## src/rtl/axi_master_burst_engine.sv

```systemverilog
// AXI4 burst initiator: one outstanding AW+W+B or AR+R transaction per command, merged completion.
// Latency: accept -> a*valid next cycle; bvalid or final rlast -> done_valid next cycle.
// Backpressure: W/R streams pass through combinationally; cmd_ready only in IDLE.
module axi_master_burst_engine #(
  parameter logic [1:0] BURST = 2'b01,
  parameter logic [3:0] CACHE = 4'b0011,
  parameter logic [2:0] PROT  = 3'b000,
  parameter logic [3:0] QOS   = 4'h0
) (
  input  logic        clk,
  input  logic        reset,
  input  logic        cmd_valid,
  output logic        cmd_ready,
  input  logic        cmd_write,
  input  logic [31:0] cmd_addr,
  input  logic [7:0]  cmd_len,
  input  logic [3:0]  cmd_id,
  input  logic [31:0] wr_data,
  input  logic [3:0]  wr_strb,
  input  logic        wr_valid,
  output logic        wr_ready,
  output logic [31:0] rd_data,
  output logic [1:0]  rd_resp,
  output logic        rd_last,
  output logic        rd_valid,
  input  logic        rd_ready,
  output logic        done_valid,
  output logic [1:0]  done_resp,
  output logic        done_err,
  output logic [3:0]  awid,
  output logic [31:0] awaddr,
  output logic [7:0]  awlen,
  output logic [2:0]  awsize,
  output logic [1:0]  awburst,
  output logic        awlock,
  output logic [3:0]  awcache,
  output logic [2:0]  awprot,
  output logic [3:0]  awqos,
  output logic [3:0]  awregion,
  output logic        awuser,
  output logic        awvalid,
  input  logic        awready,
  output logic [31:0] wdata,
  output logic [3:0]  wstrb,
  output logic        wlast,
  output logic        wuser,
  output logic        wvalid,
  input  logic        wready,
  input  logic [3:0]  bid,
  input  logic [1:0]  bresp,
  input  logic        buser,
  input  logic        bvalid,
  output logic        bready,
  output logic [3:0]  arid,
  output logic [31:0] araddr,
  output logic [7:0]  arlen,
  output logic [2:0]  arsize,
  output logic [1:0]  arburst,
  output logic        arlock,
  output logic [3:0]  arcache,
  output logic [2:0]  arprot,
  output logic [3:0]  arqos,
  output logic [3:0]  arregion,
  output logic        aruser,
  output logic        arvalid,
  input  logic        arready,
  input  logic [3:0]  rid,
  input  logic [31:0] rdata,
  input  logic [1:0]  rresp,
  input  logic        rlast,
  input  logic        ruser,
  input  logic        rvalid,
  output logic        rready
);
  typedef enum logic [2:0] {IDLE, WR_ADDR, WR_DATA, WR_RESP, RD_ADDR, RD_DATA, DONE} state_t;

  state_t      state, state_nxt;
  logic [31:0] addr_q;
  logic [7:0]  len_q, beat_q;
  logic [3:0]  id_q;
  logic [1:0]  resp_q;
  logic        err_q;
  logic        cmd_hs, reject, w_hs, r_hs, last_beat, unused_user;
  logic [13:0] end_off;

  assign cmd_hs      = cmd_valid && cmd_ready;
  // end offset of the burst within its 4KB page; anything past 4096 crosses
  assign end_off     = {2'b00, cmd_addr[11:0]} + {4'b0000, cmd_len, 2'b00} + 14'd4;
  assign reject      = (cmd_addr[1:0] != 2'b00) || (end_off > 14'd4096);
  assign w_hs        = wvalid && wready;
  assign r_hs        = rvalid && rready;
  assign last_beat   = (beat_q == len_q);
  assign unused_user = buser ^ ruser;

  assign awid = id_q;     assign awaddr = addr_q;  assign awlen = len_q;   assign awsize = 3'd2;
  assign awburst = BURST; assign awlock = 1'b0;    assign awcache = CACHE; assign awprot = PROT;
  assign awqos = QOS;     assign awregion = 4'h0;  assign awuser = 1'b0;
  assign arid = id_q;     assign araddr = addr_q;  assign arlen = len_q;   assign arsize = 3'd2;
  assign arburst = BURST; assign arlock = 1'b0;    assign arcache = CACHE; assign arprot = PROT;
  assign arqos = QOS;     assign arregion = 4'h0;  assign aruser = 1'b0;
  assign wdata = wr_data; assign wstrb = wr_strb;  assign wlast = last_beat; assign wuser = 1'b0;
  assign rd_data = rdata; assign rd_resp = rresp;  assign rd_last = rlast;

  always_ff @(posedge clk) begin
    if (reset) state <= IDLE;
    else       state <= state_nxt;
  end

  always_comb begin
    state_nxt = state;
    case (state)
      IDLE:    if (cmd_hs) state_nxt = reject ? DONE : (cmd_write ? WR_ADDR : RD_ADDR);
      WR_ADDR: if (awready) state_nxt = WR_DATA;
      WR_DATA: if (w_hs && last_beat) state_nxt = WR_RESP;
      WR_RESP: if (bvalid) state_nxt = DONE;
      RD_ADDR: if (arready) state_nxt = RD_DATA;
      RD_DATA: if (r_hs && rlast) state_nxt = DONE;
      DONE:    state_nxt = IDLE;
      default: state_nxt = IDLE;
    endcase
  end

  always_comb begin
    cmd_ready  = 1'b0;
    awvalid    = 1'b0;
    wvalid     = 1'b0;
    wr_ready   = 1'b0;
    bready     = 1'b0;
    arvalid    = 1'b0;
    rready     = 1'b0;
    rd_valid   = 1'b0;
    done_valid = 1'b0;
    done_resp  = 2'b00;
    done_err   = 1'b0;
    case (state)
      IDLE:    cmd_ready = !reset;
      WR_ADDR: awvalid = 1'b1;
      WR_DATA: begin wvalid = wr_valid; wr_ready = wready; end
      WR_RESP: bready = 1'b1;
      RD_ADDR: arvalid = 1'b1;
      RD_DATA: begin rd_valid = rvalid; rready = rd_ready; end
      DONE:    begin done_valid = 1'b1; done_resp = resp_q; done_err = err_q; end
      default: ;
    endcase
  end

  always_ff @(posedge clk) begin
    if (reset) begin
      addr_q <= '0;
      len_q  <= '0;
      id_q   <= '0;
      beat_q <= '0;
      resp_q <= '0;
      err_q  <= 1'b0;
    end else begin
      case (state)
        IDLE: if (cmd_hs) begin
          addr_q <= cmd_addr;
          len_q  <= cmd_len;
          id_q   <= cmd_id;
          beat_q <= '0;
          resp_q <= reject ? 2'b10 : 2'b00;
          err_q  <= reject;
        end
        WR_DATA: if (w_hs) beat_q <= beat_q + 8'd1;
        WR_RESP: if (bvalid) begin
          resp_q <= bresp;
          err_q  <= err_q | (bid != id_q);
        end
        RD_DATA: if (r_hs) begin
          resp_q <= (rresp > resp_q) ? rresp : resp_q;
          // rlast must coincide with the final counted beat; beats past it are drained
          err_q  <= err_q | (rid != id_q) | (rlast != last_beat);
          if (!last_beat) beat_q <= beat_q + 8'd1;
        end
        default: ;
      endcase
    end
  end
endmodule

```

## config.mk

```make
export PLATFORM = sky130hd
export DESIGN_NAME = axi_master_burst_engine
export DESIGN_NICKNAME = d
export VERILOG_FILES = /design/src/rtl/axi_master_burst_engine.sv
export SDC_FILE = /design/constraint.sdc
export NUM_CORES = 1
export LEC_CHECK = 0
export BUFFER_PORTS_ARGS = -buffer_cell sky130_fd_sc_hd__buf_2
export CAP_MARGIN = 20
export CORE_AREA = 2 2 136 138
export CTS_CLUSTER_SIZE = 8
export DETAILED_ROUTE_END_ITERATION = 10
export DIE_AREA = 0 0 138 140
export PLACE_DENSITY = 0.54
export SYNTH_ARGS = -nofsm -noshare
export SYNTH_HDL_FRONTEND = slang
export SYNTH_SLANG_ARGS = --single-unit
```

## constraint.sdc

```tcl
create_clock -name clk -period 4.6 [get_ports clk]
set_input_delay 0.92 -clock clk [delete_from_list [all_inputs] [get_ports clk]]
set_output_delay 0.92 -clock clk [all_outputs]
set_load 0.02 [all_outputs]
```

==> impl_metrics.tcl <==
set metrics [dict create \
    antenna_found_initial 2 \
    syn_area_mm2 0.00440 \
    die-width_um 138 \
    path_class "input pin to flop" \
    vias_per_cell 4.23 \
    hold_end "araddr[14]$_SDFFE_PP0P_" \
    grt_setup_unrepaired "no" \
    status "completed" \
    cts_tree "built" \
    synthXorXnorAreaFrac 0.0457 \
    fillCellCount 1980 \
    clkPwrFrac 0.269 \
    critical_path.startpoint_type "input pin" \
    start_util 0.248 \
    worst_ir_drop_vdd_v 0.000170 \
    drive_above_1_share 0.328 \
    synthAdderAreaFrac 0.0585 \
    m1WireLength_mm 5.45 \
    power_density_mw_per_mm2 502 \
    slew_viol_final 0 \
    cts.reportedPaths.clkPinSlew_ns 0.05 \
    cp.required_ns 4.87 \
    slew_headroom 0.366 \
    grt_max_degree 50 \
    grt_pass1_wl_mm 18.3 \
    synth-simple-area-share 0.216 \
    first_pass_iters 4 \
    wl_met2_mm 5.50 \
    endpoint_kind "flop" \
    clock_latency_ns 0.34 \
    die-area_mm2 0.0193 \
    synth.distinct_cells 56 \
    gp_congestion 0.791 \
    cts_buffer_depth 2 \
    cts-root-buf "clkbuf_16" \
    cp.arrival_ns 3.41 \
    synth_top_family_by_area "buffers and inverters" \
    p_int_mw 1.34 \
    overflow 0 \
    cts_num_sinks 58 \
    io_pins 355 \
    port_buffers 171 \
    drc 0 \
    min_from "araddr[14]$_SDFFE_PP0P_" \
    placed_area_mm2 0.00444 \
    p_leak_nw 2.49 \
    core_area_mm2 0.0178 \
    num_rows 49 \
    avgSynthCellArea_um2 7.77 \
    ys.flop_type "dfxtp_1" \
    grt_use_total 0.122 \
    die_h_um 140 \
    max_freq_mhz 319 \
    grt_pass1_vias 3230 \
    syn_to_final_growth_pct 7.27 \
    hold_buffers 0 \
    synth-compound-area-share 0.101 \
    wire_per_inst_um 14.4 \
    cts_resized 0 \
    vias 3595 \
    synth_cells 567 \
    r2r_start "state[0]$_SDFFE_PP0P_" \
    finalHoldViolations 0 \
    synthMuxAreaShare 0.00682 \
    dpl.hpwl_mm 9.26 \
    p_sw_frac 0.437 \
    p_comb_frac 0.419 \
    post_cts_buffers 0 \
    hold_class "flop to flop" \
    seq_area_frac_synth 0.264 \
    dr_wl_met3_um 874 \
    highest_layer "met5" \
    htreeDepth 3 \
    r2r_setup_slack_ns 2.37 \
    ant_nets 0 \
    finalSetupViolations 0 \
    rr_worst_depth 7 \
    skew_ns 0.00692 \
    wl_mm 12.2 \
    min_path_cells 2 \
    synth_edf_count 0 \
    crit_path_max_fanout 4 \
    numCtsBuffers 9 \
    drt_iter0_drc 122 \
    min_period_ns 3.14 \
    switchingPower_mw 1.04 \
    pwr-share-seq 0.312 \
    fin_crit_sh 0.682 \
    r2r_end "resp_q[1]$_SDFFE_PP0P_" \
    async_reset_ff_frac 0 \
    final.setup.tns_ns 0 \
    ys_warn_count 0 \
    ys_ff_latch 58 \
    fin_area_mm2 0.00472 \
    nets 772 \
    cap_violations 0 \
    tightest_slew_ns 0.951 \
]
## layer usage
layer | vias to the layer above | GRT usage
met5 | - | 0
met4 | 2 | 0.0575
met3 | 39 | 0.0427
met2 | 146 | 0.188
met1 | 1635 | 0.152
li1 | 1773 | -
## worst max path at each step
| stage | start | endpoint | cells after the start |
|---|---|---|---|
| finish | cmd_addr[3] | state[0]$_SDFFE_PP0P_ | 11 |
| floorplan | cmd_addr[3] | state[0]$_SDFFE_PP0P_ | 10 |
| global route | cmd_addr[3] | state[0]$_SDFFE_PP0P_ | 11 |
| detailed placement | cmd_addr[3] | state[0]$_SDFFE_PP0P_ | 11 |
| CTS | cmd_addr[3] | state[0]$_SDFFE_PP0P_ | 11 |
| global placement | cmd_addr[3] | state[0]$_SDFFE_PP0P_ | 11 |
## sequential cells by signal, indices dropped and copies added (netlist names)
name,cells
araddr,32
arid,4
arlen,8
beat_q,8
err_q,1
resp_q,2
state,3
## cell usage after synthesis (all sizes together) (3+ instances only)
cell     count  area [um^2]
a2111oi      4         60.1
a21oi        8         43.8
a221oi       3         26.3
and2         8         50.1
and3         3         18.8
buf        165         1230
clkbuf      14         52.6
dfxtp       58         1160
ha          19          238
inv         18         67.6
mux2i        3         30.0
nand2       99          372
nand2b       4         25.0
nand3       53          265
nand4        3         18.8
nor2        19         73.8
nor3         4         20.0
o2111ai      4         41.3
o21ai       17         85.1
xnor2       15          131
xor2         8         70.1
## final cells by class
type / instances / area, um^2 / area share
clock inverter: 5 / 28.8 / 0.00609
sequential: 58 / 1160 / 0.246
clock buffer: 11 / 253 / 0.0535
multi-input combinational: 355 / 2060 / 0.436
inverter: 18 / 67.6 / 0.0143
antenna: 1 / 2.50 / 0.000530
timing repair buffer: 172 / 863 / 0.183
tap: 229 / 287 / 0.0606
## critical path, cell delays in order
cell,delay (ns)
buf_2,0.12
ha_1,0.28
ha_1,0.17
inv_1,0.05
fa_1,0.39
or2b_1,0.23
a21oi_1,0.18
mux2i_1,0.26
o2111ai_2,0.24
a2111oi_2,0.37
o311a_1,0.18
## layout by cell type, fill, tap and decap left out, types with 3 or more instances in the layout
cell	count
conb_1	45
xor2_1	8
a2111oi_2	4
nor3_1	4
nand2_1	98
o21ai_0	17
ha_1	19
a221oi_1	3
nand2b_1	4
nand3_1	53
clkinv_2	4
dfxtp_1	58
nand4_1	3
nor2_1	18
clkbuf_16	9
a21oi_1	7
o2111ai_1	3
and3_1	3
inv_1	17
xnor2_1	15
mux2i_1	3
and2_1	7
buf_2	171
## metrics by stage
step / setup slack, ns / std cells / hold slack, ns / power [mW] / utilization
finish: 1.46 / 849 / 0.462 / 2.37 / 0.266
global route: 1.35 / 849 / 0.488 / 2.54 / 0.266
CTS: 1.47 / 848 / 0.470 / 2.41 / 0.266
detailed placement: 1.15 / 832 / 0.460 / 1.75 / 0.250
global placement: 1.15 / 832 / 0.455 / 1.75 / 0.250
floorplan: 1.54 / 610 / 0.457 / 1.63 / -
## power groups by stage
stage / clock network [mW] / logic (mW) / registers (mW)
finish: 0.639 / 0.993 / 0.739
global route: 0.690 / 1.09 / 0.760
CTS: 0.661 / 1.00 / 0.741
detailed placement: 0 / 1.00 / 0.750
global placement: 0 / 0.999 / 0.750
floorplan: 0 / 0.828 / 0.799
## logic make-up after synthesis
group / Yosys count
adder cells (fa/ha/maj): 20
flip-flops: 58
other: 2
multiplexers: 3
AO/OA/AOI/OAI: 58
buffers and inverters: 197
XOR/XNOR: 23
AND/OR/NAND/NOR: 206
Power figures use the tool's default switching activity.
